### src/rtl/reloj_pkg.sv
`default_nettype none
// ============================================================================
// Module      : reloj_pkg
// Description : Shared definitions for the digital clock: mode encodings,
//               the default seconds divisor and a counter-width helper.
// Revision    : 1.0 - initial release
// ============================================================================
package reloj_pkg;

  // Operating modes seen on the modo output
  typedef enum logic [1:0] {
    MODO_RUN = 2'd0,
    MODO_HOR = 2'd1,
    MODO_MIN = 2'd2
  } modo_e;

  // Clock cycles per second, shared with the time counters
  localparam int TICK_DIV_DEF = 50_000_000;

  // Width needed for a counter running 0..n-1 (never narrower than 1 bit)
  function automatic int cnt_w(input int n);
    return (n > 1) ? $clog2(n) : 1;
  endfunction

endpackage
`default_nettype wire

### src/rtl/ajuste_reloj_ctrl_if.sv
`default_nettype none
// ============================================================================
// Module      : ajuste_reloj_ctrl_if
// Description : Button inputs and counter-control outputs of the
//               time-setting controller.
// Revision    : 1.0 - initial release
// ============================================================================
interface ajuste_reloj_ctrl_if;
  logic       btnModo;
  logic       btnInc;
  logic       tickSeg;
  logic       incHor;
  logic       incMin;
  logic       clrSeg;
  logic [1:0] modo;
  logic       parpadeo;

  // Environment side: drives the buttons, consumes the pulses
  modport master (
    output btnModo, btnInc,
    input  tickSeg, incHor, incMin, clrSeg, modo, parpadeo
  );

  // Controller side
  modport slave (
    input  btnModo, btnInc,
    output tickSeg, incHor, incMin, clrSeg, modo, parpadeo
  );
endinterface
`default_nettype wire

### src/rtl/divisor_tick.sv
`default_nettype none
// ============================================================================
// Module      : divisor_tick
// Description : Modulus-N free-running prescaler with synchronous clear.
//               tick_o is high in the cycle the count equals N-1.
// Revision    : 1.0 - initial release
// ============================================================================
module divisor_tick
  import reloj_pkg::*;
#(
  parameter int N = TICK_DIV_DEF,
  parameter int W = cnt_w(N)
) (
  input  wire logic         clock,
  input  wire logic         resetN,
  input  wire logic         clr_i,
  output logic              tick_o,
  output logic [W-1:0]      cnt_o
);

  logic [W-1:0] cnt_q;
  logic [W-1:0] cnt_d;

  assign tick_o = (cnt_q == W'(N - 1));
  assign cnt_o  = cnt_q;

  // Next count: clear wins, otherwise wrap at N-1
  always_comb begin
    cnt_d = cnt_q;
    if (clr_i) begin
      cnt_d = '0;
    end else if (tick_o) begin
      cnt_d = '0;
    end else begin
      cnt_d = cnt_q + 1'b1;
    end
  end

  // Count register
  always_ff @(posedge clock or negedge resetN) begin
    if (!resetN) begin
      cnt_q <= '0;
    end else begin
      cnt_q <= cnt_d;
    end
  end

endmodule
`default_nettype wire

### src/rtl/ajuste_reloj_ctrl.sv
`default_nettype none
// ============================================================================
// Module      : ajuste_reloj_ctrl
// Description : Time-setting controller. Generates the seconds enable,
//               steps RUN -> SET_HOR -> SET_MIN -> RUN from the mode button,
//               issues increment pulses with hold auto-repeat, and falls back
//               to RUN after an inactivity timeout.
// Revision    : 1.0 - initial release
// ============================================================================
module ajuste_reloj_ctrl
  import reloj_pkg::*;
#(
  parameter int TICK_DIV   = TICK_DIV_DEF,
  parameter int HOLD_DLY   = 50_000_000,
  parameter int REPEAT_DIV = 25_000_000,
  parameter int TIMEOUT_S  = 10
) (
  input  wire logic           clock,
  input  wire logic           resetN,
  ajuste_reloj_ctrl_if.slave  ctrl
);

  localparam int PW = cnt_w(TICK_DIV);
  localparam int HW = cnt_w(HOLD_DLY);
  localparam int RW = cnt_w(REPEAT_DIV);
  localparam int TW = cnt_w(TIMEOUT_S);

  logic [PW-1:0] w_cnt;
  logic          w_tick;
  logic          w_exit;

  modo_e         modo_q, modo_d;
  logic          modo_prev_q, inc_prev_q;
  logic [HW-1:0] hold_q, hold_d;
  logic          rep_act_q, rep_act_d;
  logic [RW-1:0] rep_q, rep_d;
  logic [TW-1:0] to_q, to_d;
  logic          tick_seg_q, tick_seg_d;
  logic          inc_hor_q, inc_hor_d;
  logic          inc_min_q, inc_min_d;
  logic          clr_seg_q, clr_seg_d;
  logic          parp_q, parp_d;

  logic          w_set;
  logic          w_modo_edge;
  logic          w_inc_edge;
  logic          w_rep_pulse;
  logic          w_pulse;
  logic          w_timeout;

  // History registers reset to 1 so a button held through reset gives no edge
  assign w_modo_edge = ctrl.btnModo & ~modo_prev_q;
  assign w_inc_edge  = ctrl.btnInc  & ~inc_prev_q;
  // Repeat pulse only while the button is still down
  assign w_rep_pulse = ctrl.btnInc & rep_act_q & (rep_q == '0);
  assign w_pulse     = w_inc_edge | w_rep_pulse;
  assign w_set       = (modo_q == MODO_HOR) || (modo_q == MODO_MIN);
  assign w_timeout   = w_set && w_tick && (to_q == TW'(TIMEOUT_S - 1));

  // Seconds prescaler, restarted on every exit to RUN
  divisor_tick #(
    .N (TICK_DIV),
    .W (PW)
  ) u_divisor (
    .clock  (clock),
    .resetN (resetN),
    .clr_i  (w_exit),
    .tick_o (w_tick),
    .cnt_o  (w_cnt)
  );

  // Mode sequencing, hold/repeat and timeout next-state, output pulse decode
  always_comb begin
    modo_d     = modo_q;
    hold_d     = hold_q;
    rep_act_d  = rep_act_q;
    rep_d      = rep_q;
    to_d       = to_q;
    inc_hor_d  = 1'b0;
    inc_min_d  = 1'b0;
    clr_seg_d  = 1'b0;
    w_exit     = 1'b0;

    case (modo_q)
      MODO_RUN: begin
        hold_d    = '0;
        rep_act_d = 1'b0;
        rep_d     = '0;
        to_d      = '0;
        if (w_modo_edge) begin
          modo_d = MODO_HOR;
        end
      end

      MODO_HOR, MODO_MIN: begin
        if (w_modo_edge || w_timeout) begin
          // Mode change or timeout: any increment this cycle is dropped
          hold_d    = '0;
          rep_act_d = 1'b0;
          rep_d     = '0;
          to_d      = '0;
          if (w_timeout || (modo_q == MODO_MIN)) begin
            modo_d    = MODO_RUN;
            clr_seg_d = 1'b1;
            w_exit    = 1'b1;
          end else begin
            modo_d = MODO_MIN;
          end
        end else begin
          if (!ctrl.btnInc) begin
            hold_d    = '0;
            rep_act_d = 1'b0;
            rep_d     = '0;
          end else if (w_inc_edge) begin
            hold_d    = HW'(1);
            rep_act_d = 1'b0;
            rep_d     = '0;
          end else if (rep_act_q) begin
            rep_d = (rep_q == RW'(REPEAT_DIV - 1)) ? '0 : rep_q + 1'b1;
          end else if (hold_q == HW'(HOLD_DLY - 1)) begin
            // Next cycle is hold count HOLD_DLY: first repeat pulse
            rep_act_d = 1'b1;
            rep_d     = '0;
          end else begin
            hold_d = hold_q + 1'b1;
          end

          if (w_pulse) begin
            inc_hor_d = (modo_q == MODO_HOR);
            inc_min_d = (modo_q == MODO_MIN);
            to_d      = '0;
          end else if (w_tick) begin
            to_d = to_q + 1'b1;
          end
        end
      end

      default: begin
        modo_d    = MODO_RUN;
        hold_d    = '0;
        rep_act_d = 1'b0;
        rep_d     = '0;
        to_d      = '0;
      end
    endcase

    tick_seg_d = w_tick && (modo_q == MODO_RUN);
    parp_d     = (modo_d != MODO_RUN) && (w_cnt < PW'(TICK_DIV / 2));
  end

  // State and registered outputs
  always_ff @(posedge clock or negedge resetN) begin
    if (!resetN) begin
      modo_q      <= MODO_RUN;
      modo_prev_q <= 1'b1;
      inc_prev_q  <= 1'b1;
      hold_q      <= '0;
      rep_act_q   <= 1'b0;
      rep_q       <= '0;
      to_q        <= '0;
      tick_seg_q  <= 1'b0;
      inc_hor_q   <= 1'b0;
      inc_min_q   <= 1'b0;
      clr_seg_q   <= 1'b0;
      parp_q      <= 1'b0;
    end else begin
      modo_q      <= modo_d;
      modo_prev_q <= ctrl.btnModo;
      inc_prev_q  <= ctrl.btnInc;
      hold_q      <= hold_d;
      rep_act_q   <= rep_act_d;
      rep_q       <= rep_d;
      to_q        <= to_d;
      tick_seg_q  <= tick_seg_d;
      inc_hor_q   <= inc_hor_d;
      inc_min_q   <= inc_min_d;
      clr_seg_q   <= clr_seg_d;
      parp_q      <= parp_d;
    end
  end

  assign ctrl.tickSeg  = tick_seg_q;
  assign ctrl.incHor   = inc_hor_q;
  assign ctrl.incMin   = inc_min_q;
  assign ctrl.clrSeg   = clr_seg_q;
  assign ctrl.modo     = modo_q;
  assign ctrl.parpadeo = parp_q;

endmodule
`default_nettype wire

### src/flat_wrapper.sv
// flat-port wrapper written by rule: the top's interface ports become plain ports
module ajuste_reloj_ctrl_flat import reloj_pkg::*;
#(
  parameter int TICK_DIV   = TICK_DIV_DEF,
  parameter int HOLD_DLY   = 50_000_000,
  parameter int REPEAT_DIV = 25_000_000,
  parameter int TIMEOUT_S  = 10
)
  (clock, resetN, ctrl_btnModo, ctrl_btnInc, ctrl_tickSeg, ctrl_incHor, ctrl_incMin, ctrl_clrSeg, ctrl_modo, ctrl_parpadeo);
  ajuste_reloj_ctrl_if ctrl_i ();
  input  wire logic clock;
  input  wire logic resetN;
  input wire logic [$bits(ctrl_i.btnModo)-1:0] ctrl_btnModo;
  input wire logic [$bits(ctrl_i.btnInc)-1:0] ctrl_btnInc;
  output wire logic [$bits(ctrl_i.tickSeg)-1:0] ctrl_tickSeg;
  output wire logic [$bits(ctrl_i.incHor)-1:0] ctrl_incHor;
  output wire logic [$bits(ctrl_i.incMin)-1:0] ctrl_incMin;
  output wire logic [$bits(ctrl_i.clrSeg)-1:0] ctrl_clrSeg;
  output wire logic [$bits(ctrl_i.modo)-1:0] ctrl_modo;
  output wire logic [$bits(ctrl_i.parpadeo)-1:0] ctrl_parpadeo;
  assign ctrl_i.btnModo = ctrl_btnModo;
  assign ctrl_i.btnInc = ctrl_btnInc;
  assign ctrl_tickSeg = ctrl_i.tickSeg;
  assign ctrl_incHor = ctrl_i.incHor;
  assign ctrl_incMin = ctrl_i.incMin;
  assign ctrl_clrSeg = ctrl_i.clrSeg;
  assign ctrl_modo = ctrl_i.modo;
  assign ctrl_parpadeo = ctrl_i.parpadeo;
  ajuste_reloj_ctrl #(.TICK_DIV(TICK_DIV), .HOLD_DLY(HOLD_DLY), .REPEAT_DIV(REPEAT_DIV), .TIMEOUT_S(TIMEOUT_S)) u_core (.clock(clock), .resetN(resetN), .ctrl(ctrl_i));
endmodule
### config.mk
export PLATFORM = sky130hd
export DESIGN_NAME = ajuste_reloj_ctrl_flat
export DESIGN_NICKNAME = d
export VERILOG_FILES = /design/src/rtl/reloj_pkg.sv /design/src/rtl/ajuste_reloj_ctrl_if.sv /design/src/rtl/divisor_tick.sv /design/src/rtl/ajuste_reloj_ctrl.sv /design/src/flat_wrapper.sv
export SDC_FILE = /design/constraint.sdc
export NUM_CORES = 1
export LEC_CHECK = 0
export ABC_AREA = 1
export CAP_MARGIN = 10
export CORE_MARGIN = 8
export CORE_UTILIZATION = 45
export CTS_BUF_LIST = sky130_fd_sc_hd__clkbuf_8
export DETAILED_ROUTE_END_ITERATION = 16
export GPL_ROUTABILITY_DRIVEN = 0
export RECOVER_POWER = 100
export SLEW_MARGIN = 20
export SYNTH_ARGS = -nofsm -noshare
export SYNTH_HDL_FRONTEND = slang
export SYNTH_SLANG_ARGS = --single-unit
### constraint.sdc
create_clock -name clock -period 2.2 [get_ports clock]
set_clock_uncertainty 0.2 [all_clocks]
set_input_delay 0.44 -clock clock [delete_from_list [all_inputs] [get_ports clock]]
set_output_delay 0.44 -clock clock [all_outputs]
set_load 0.005 [all_outputs]
# Word-level counts from Yosys, hierarchy flattened
# Index checks and enable logic that the tools add are counted.
totals:
  ff_bits: 91
  ramBits: 0
  mem_count: 0
  latchBits: 0
  input_bits: 4
  word_cells: 85
  out_inout_bits: 7
  romBits: 0
op_classes:
  n_lt_le_gt_ge: 1
  n_shift: 0
  bitwise_logic: 7
  mul: 0
  addsub: 4
  mux: 38
  n_eq_ne: 10
  n_div: 0
  reduce_logical: 12
op_table:
  columns: ["operator", "count"]
  rows:
  - ["$mux W26", 8]
  - ["$mux W25", 7]
  - ["$add A26 B1 Y26 const B", 2]
  - ["$eq A26 B26 Y1 const B", 2]
  - ["$lt A26 B25 Y1 const B", 1]
  - ["$add A25 B1 Y25 const B", 1]
  - ["$eq A25 B25 Y1 const B", 1]
  - ["$logic_not A25 Y1", 1]
  - ["$mux W4", 4]
  - ["$mux W1", 15]
  - ["$mux W2", 3]
  - ["$ne A6 B2 Y1 const B", 1]
  - ["$ne A5 B3 Y1 const B", 1]
  - ["$ne A5 B5 Y1 const B", 1]
  - ["$add A4 B1 Y4 const B", 1]
  - ["$and A1 B1 Y1", 4]
  - ["$eq A4 B4 Y1 const B", 1]
  - ["$logic_and A1 B1 Y1", 4]
  - ["$ne A4 B1 Y1 const B", 1]
  - ["$pmux W2 S2", 1]
  - ["$logic_or A1 B1 Y1", 3]
  - ["$eq A2 B1 Y1 const B", 1]
  - ["$eq A2 B2 Y1 const B", 1]
  - ["$logic_not A2 Y1", 1]
  - ["other kinds (5)", 6]

# Longest topological paths before layout
logic_depth:
  ltp_word: 10
  mapped_depth: 12
  mapped_depth_nobuf: 12

# Modules after synthesis
# A second synthesis with hierarchy kept.
hier_totals:
  cells_unflattened: 855
  hier_area_um2: 5893.2
modules_own_cells:
  columns: ["module", "seq_area_each_um2", "area_per_inst_um2", "cells_each", "instances"]
  rows:
  - ["ajuste_reloj_ctrl", 1629.1, 4330.4, 626, 1]
  - ["divisor_tick", 650.6, 1562.7, 229, 1]

# Worst setup path before layout
# No wires, ideal clock.
synth_path:
  path_kind: "flip-flop to flip-flop"
  start: "reg u_core.modo_q[1], in the netlist u_core.ctrl.modo[1]"
  end: "reg u_core.rep_q[16]"
  setup_ps: 66
  path_buffers: 1
  t_arrival_ps: 1721
  slack_ps: 213
  synth_period_minus_slack_ps: 1987
  stages_incl_launch_ff: 10
  t_required_ps: 1934
  cell_sequence: "dfrtp_1 inv_1 ha_1 nand2_1 nor2_1 nand3_4 nor2_4 buf_6 nand2_1 nand2_1"
synth_via:
  elab_chain_cells: 7
  word_cells_on_any_way: 10
  cone_classes: "eq/ne: 3; mux: 2; reduce/logical: 5"
synth_lines:
  columns: ["element", "line_no", "source"]
  rows:
  - ["start, declared", "ajuste_reloj_ctrl.sv:32", "modo_e modo_q, modo_d;"]
  - ["start signal, assigned", "ajuste_reloj_ctrl.sv:167", "modo_q <= modo_d;"]
  - ["$eq A2 B1 Y1 / $eq A2 B2 Y1 (equally long branches)", "ajuste_reloj_ctrl.sv:57, ajuste_reloj_ctrl.sv:84", null]
  - ["$logic_or A1 B1 Y1", "ajuste_reloj_ctrl.sv:57", "assign w_set = (modo_q == MODO_HOR) || (modo_q == MODO_MIN);"]
  - ["$logic_and A1 B1 Y1 (2 in series)", "ajuste_reloj_ctrl.sv:58", "assign w_timeout = w_set && w_tick && (to_q == TW'(TIMEOUT_S - 1));"]
  - ["$logic_or A1 B1 Y1", "ajuste_reloj_ctrl.sv:96", "if (w_modo_edge || w_timeout) begin"]
  - ["$mux W25", "ajuste_reloj_ctrl.sv:96", null]
  - ["$mux W25", "ajuste_reloj_ctrl.sv:84", "case (modo_q)"]
  - ["end signal, assigned", "ajuste_reloj_ctrl.sv:172", "rep_q <= rep_d;"]
  - ["end, declared", "ajuste_reloj_ctrl.sv:36", "logic [RW-1:0] rep_q, rep_d;"]
# Several ways; a longest one is shown, not always the timed one.
# A chain may end at the register's enable or synchronous reset.

# Worst setup path in the final report
layout_path:
  start: "reg u_core.modo_q[0], in the netlist u_core.ctrl.modo[0]"
  end: "out ctrl_modo[0]"
layout_lines:
  columns: ["element", "line_no", "source"]
  rows:
  - ["end, declared", "flat_wrapper.sv:19", "output wire logic [$bits(ctrl_i.modo)-1:0] ctrl_modo;"]
# No word-level cell between the ends.

==> run metrics <==
kind of end point of the critical path output port; Core Util, Final 0.524; GRT Total Usage 0.196; WL met3 538 um; dominant cells by area after synthesis dfrtp_1 35%, nand2_1 15%, nor2_1 9.3%; top-count cell post-synth nand2_1; vias per cell 5.16; first-pass GRT wire length 28.8 mm; Hold Vio Cnt, Final 0; RSZ-0062 raised after global routing false; post-synthesis instance total 934; WL final 16.8 mm; routed wl met2 7.80 mm; vias in the first global route 5854; hold_ws 0.318 ns; startpoint types register; Clock transition at path regs 0.10 ns; hold crit path type register to register; yosys synthesis warning count 0; commonest register cell after synthesis dfrtp_1; Rel. slew slack 0.571; ys async rst share 1.00; Highest Clock Rate 468 MHz; max layer used met4; R2R Setup Slk 0.14 ns; Crit path required time 1.56 ns; Gate power share 0.329; run status complete, no violations; Die Ht 134 um; ratio of cells with drive above 1 in the final layout 0.124; number of fill cells in the layout 1444; post-layout min period 2.14 ns; row count 43; number of I/O port buffers 10; Die Area 18000 um^2; number of CTS-inserted buffers 9; Hold Startpoint u_core.hold_q[1]; core box area 13800 um^2; R2R depth 8; Synth Cell Area 6300 um^2; Sum Neg Setup Slack 0 ns; VDD IR-drop max 0.000574 V; largest net degree at the start of global routing 39; H-tree depth 3; WS Path Type register to output port; final instance area 7220 um^2; CTS tree built; Syn Nets 948; initial detailed-routing violation count 450; Post-synth top cells 260 x nand2_1, 156 x nor2_1, 95 x nand3_1, 94 x inv_1, 89 x dfrtp_1; CP Max Fanout 3; post-synth top area share 0.353; switching share of total power 0.385; sequential fraction of design power 0.433; hpwl dp 12.7 mm; post-route clock period utilization 0.972; area leader, netlist dfrtp_1; Area after DPL 6990 um^2; DIE WIDTH 134 um; crit path DAT 1.50 ns; Post-synth EDFFs 0; average size of a mapped cell 6.75 um^2; clock buffer depth 2; MaxCap Viol Count 0; clk_lat worst skew 0.40 ns; internal power 2910 uW; Routed Antenna Nets 0; num ports 11; GR Overflow Total 0; Distinct cells, synth 43; routed vias 6093; WL met1 8.18 mm; Layout Nets 1008; measured slew at the worst slew-check pin 0.644 ns; synthesized flop and latch total 91; Worst Hold Endpoint u_core.hold_q[1]; DRT Pass-1 Iters 5; Worst R2R End u_core.to_q[1]; worst reg2reg path startpoint u_core.rep_q[0]; initial antenna violation count 1; PD cells 654 nW/um^2; P_sw 1820 uW; footprint of the multi-input gates 3510 um^2; Storage cell area 2280 um^2; Setup Viol. Count Final 0; Area Overhead vs Synth 14.6%; Residual DRC 0; root buffer cell clkbuf_8; DR WL/cell 14.2 um; Leak 0.00316 uW; Slew Limit Fails 0; Clock power frac 0.238; Tot Pwr 4720 uW; worst hold stages 2; clk sink count 91; Seq/Total Area, Yosys 0.362; Initial Utilization 0.457
==> flip-flops by register name (all words and copies together) (netlist names) <==
name and flops:
u_core.modo_prev_q 1, u_core.ctrl.tickSeg 1, u_core.ctrl.parpadeo 1, u_core.rep_q 25
u_core.inc_prev_q 1, u_core.to_q 4, u_core.ctrl.incMin 1, u_core.ctrl.clrSeg 1
u_core.ctrl.modo 2, u_core.rep_act_q 1, u_core.hold_q 26, u_core.u_divisor.cnt_o 26
u_core.ctrl.incHor 1
==> kinds of logic (layout without fill, tap and decap cells) <==
group	count (synthesis)	after routing	synth area share
adder cells (fa/ha/maj)	10	10	0.0199
buffers and inverters	124	189	0.0852
AO/OA/AOI/OAI	54	54	0.0524
other	0	1	0
AND/OR/NAND/NOR	635	635	0.453
flip-flops	91	91	0.362
XOR/XNOR	20	20	0.0278
==> worst max path at each step <==
stage	from	end	slack (ns)	cells past startpoint
after floorplan	u_core.ctrl.modo[1]	u_core.rep_q[16]	0.21	9
after global placement	ctrl_btnInc	u_core.to_q[1]	-0.12	7
after detailed placement	ctrl_btnInc	u_core.to_q[1]	-0.15	7
after CTS	u_core.ctrl.modo[0]	u_core.hold_q[6]	0.04	9
after global routing	u_core.u_divisor.cnt_o[0]	u_core.u_divisor.cnt_o[20]	0.007	11
final	u_core.ctrl.modo[0]	ctrl_modo[0]	0.06	2
==> routing by layer <==
metal / global-route usage / up-vias
met5: 0 / -
met4: 0.0630 / 0
met3: 0.0333 / 20
met2: 0.319 / 100
met1: 0.258 / 2807
li1: - / 3166
==> area by class of cell <==
type                    count  share of cell area
inverters                  99              0.0515
clock buffers               9              0.0172
flip-flops and latches     91               0.316
multi-input cells         719               0.486
diodes                      1            0.000347
well taps                 180              0.0312
clock inverters             7             0.00832
repair buffers             74              0.0894
==> worst max-delay path, stage by stage (launching register included) <==
cell,delay (ns)
dfrtp_1,0.39
buf_4,0.14
dlygate4sd3_1,0.58
==> timing repair <==
| item | in CTS | in global routing |
|---|---|---|
| hold endpoints to repair | 22 | 0 |
| endpoints found under the setup margin | 1 | 64 |
| gates resized for setup | 1 | 12 |
| pin swaps | 0 | 3 |
| hold buffers | 1 | 0 |
| setup buffers | 0 | 5 |
==> cell usage in the layout, fill, tap and decap left out, types with 2 or more instances in the layout <==
| cell | count |
|---|---|
| a21oi_1 | 14 |
| and2_1 | 2 |
| and3_1 | 2 |
| buf_12 | 6 |
| buf_4 | 45 |
| clkbuf_1 | 3 |
| clkbuf_2 | 4 |
| clkbuf_4 | 4 |
| clkbuf_8 | 9 |
| clkinvlp_4 | 2 |
| dfrtp_1 | 89 |
| dfstp_2 | 2 |
| dlygate4sd3_1 | 9 |
| ha_1 | 8 |
| ha_2 | 2 |
| inv_1 | 93 |
| inv_2 | 6 |
| inv_6 | 2 |
| inv_8 | 2 |
| nand2_1 | 258 |
| nand2_2 | 5 |
| nand3_1 | 95 |
| nand3b_1 | 3 |
| nand4_1 | 42 |
| nor2_1 | 154 |
| nor2_2 | 4 |
| nor2_4 | 5 |
| nor3_1 | 38 |
| nor3_2 | 2 |
| nor3b_1 | 4 |
| nor4_1 | 9 |
| o21ai_0 | 23 |
| o21ai_2 | 9 |
| o21bai_1 | 2 |
| or2_2 | 6 |
| xnor2_1 | 6 |
| xor2_1 | 14 |
==> power groups by stage <==
stage	sequential [uW]	combinational [uW]	clock, uW
3_5_place_dp	2080	1520	0
6_report	2050	1560	1120
2_1_floorplan	2080	931	0
3_3_place_gp	2070	1510	0
5_1_grt	2080	1770	1230
4_1_cts	2050	1530	1170
==> metrics by stage <==
| step | cells | worst slack (ns) |
|---|---|---|
| 3_5_place_dp | 1157 | -0.147 |
| 4_1_cts | 1174 | 0.0440 |
| 5_1_grt | 1180 | 0.00676 |
| 3_3_place_gp | 1157 | -0.120 |
| 2_1_floorplan | 934 | 0.213 |
| 6_report | 1180 | 0.0615 |
(Power assumes the default switching activity.)
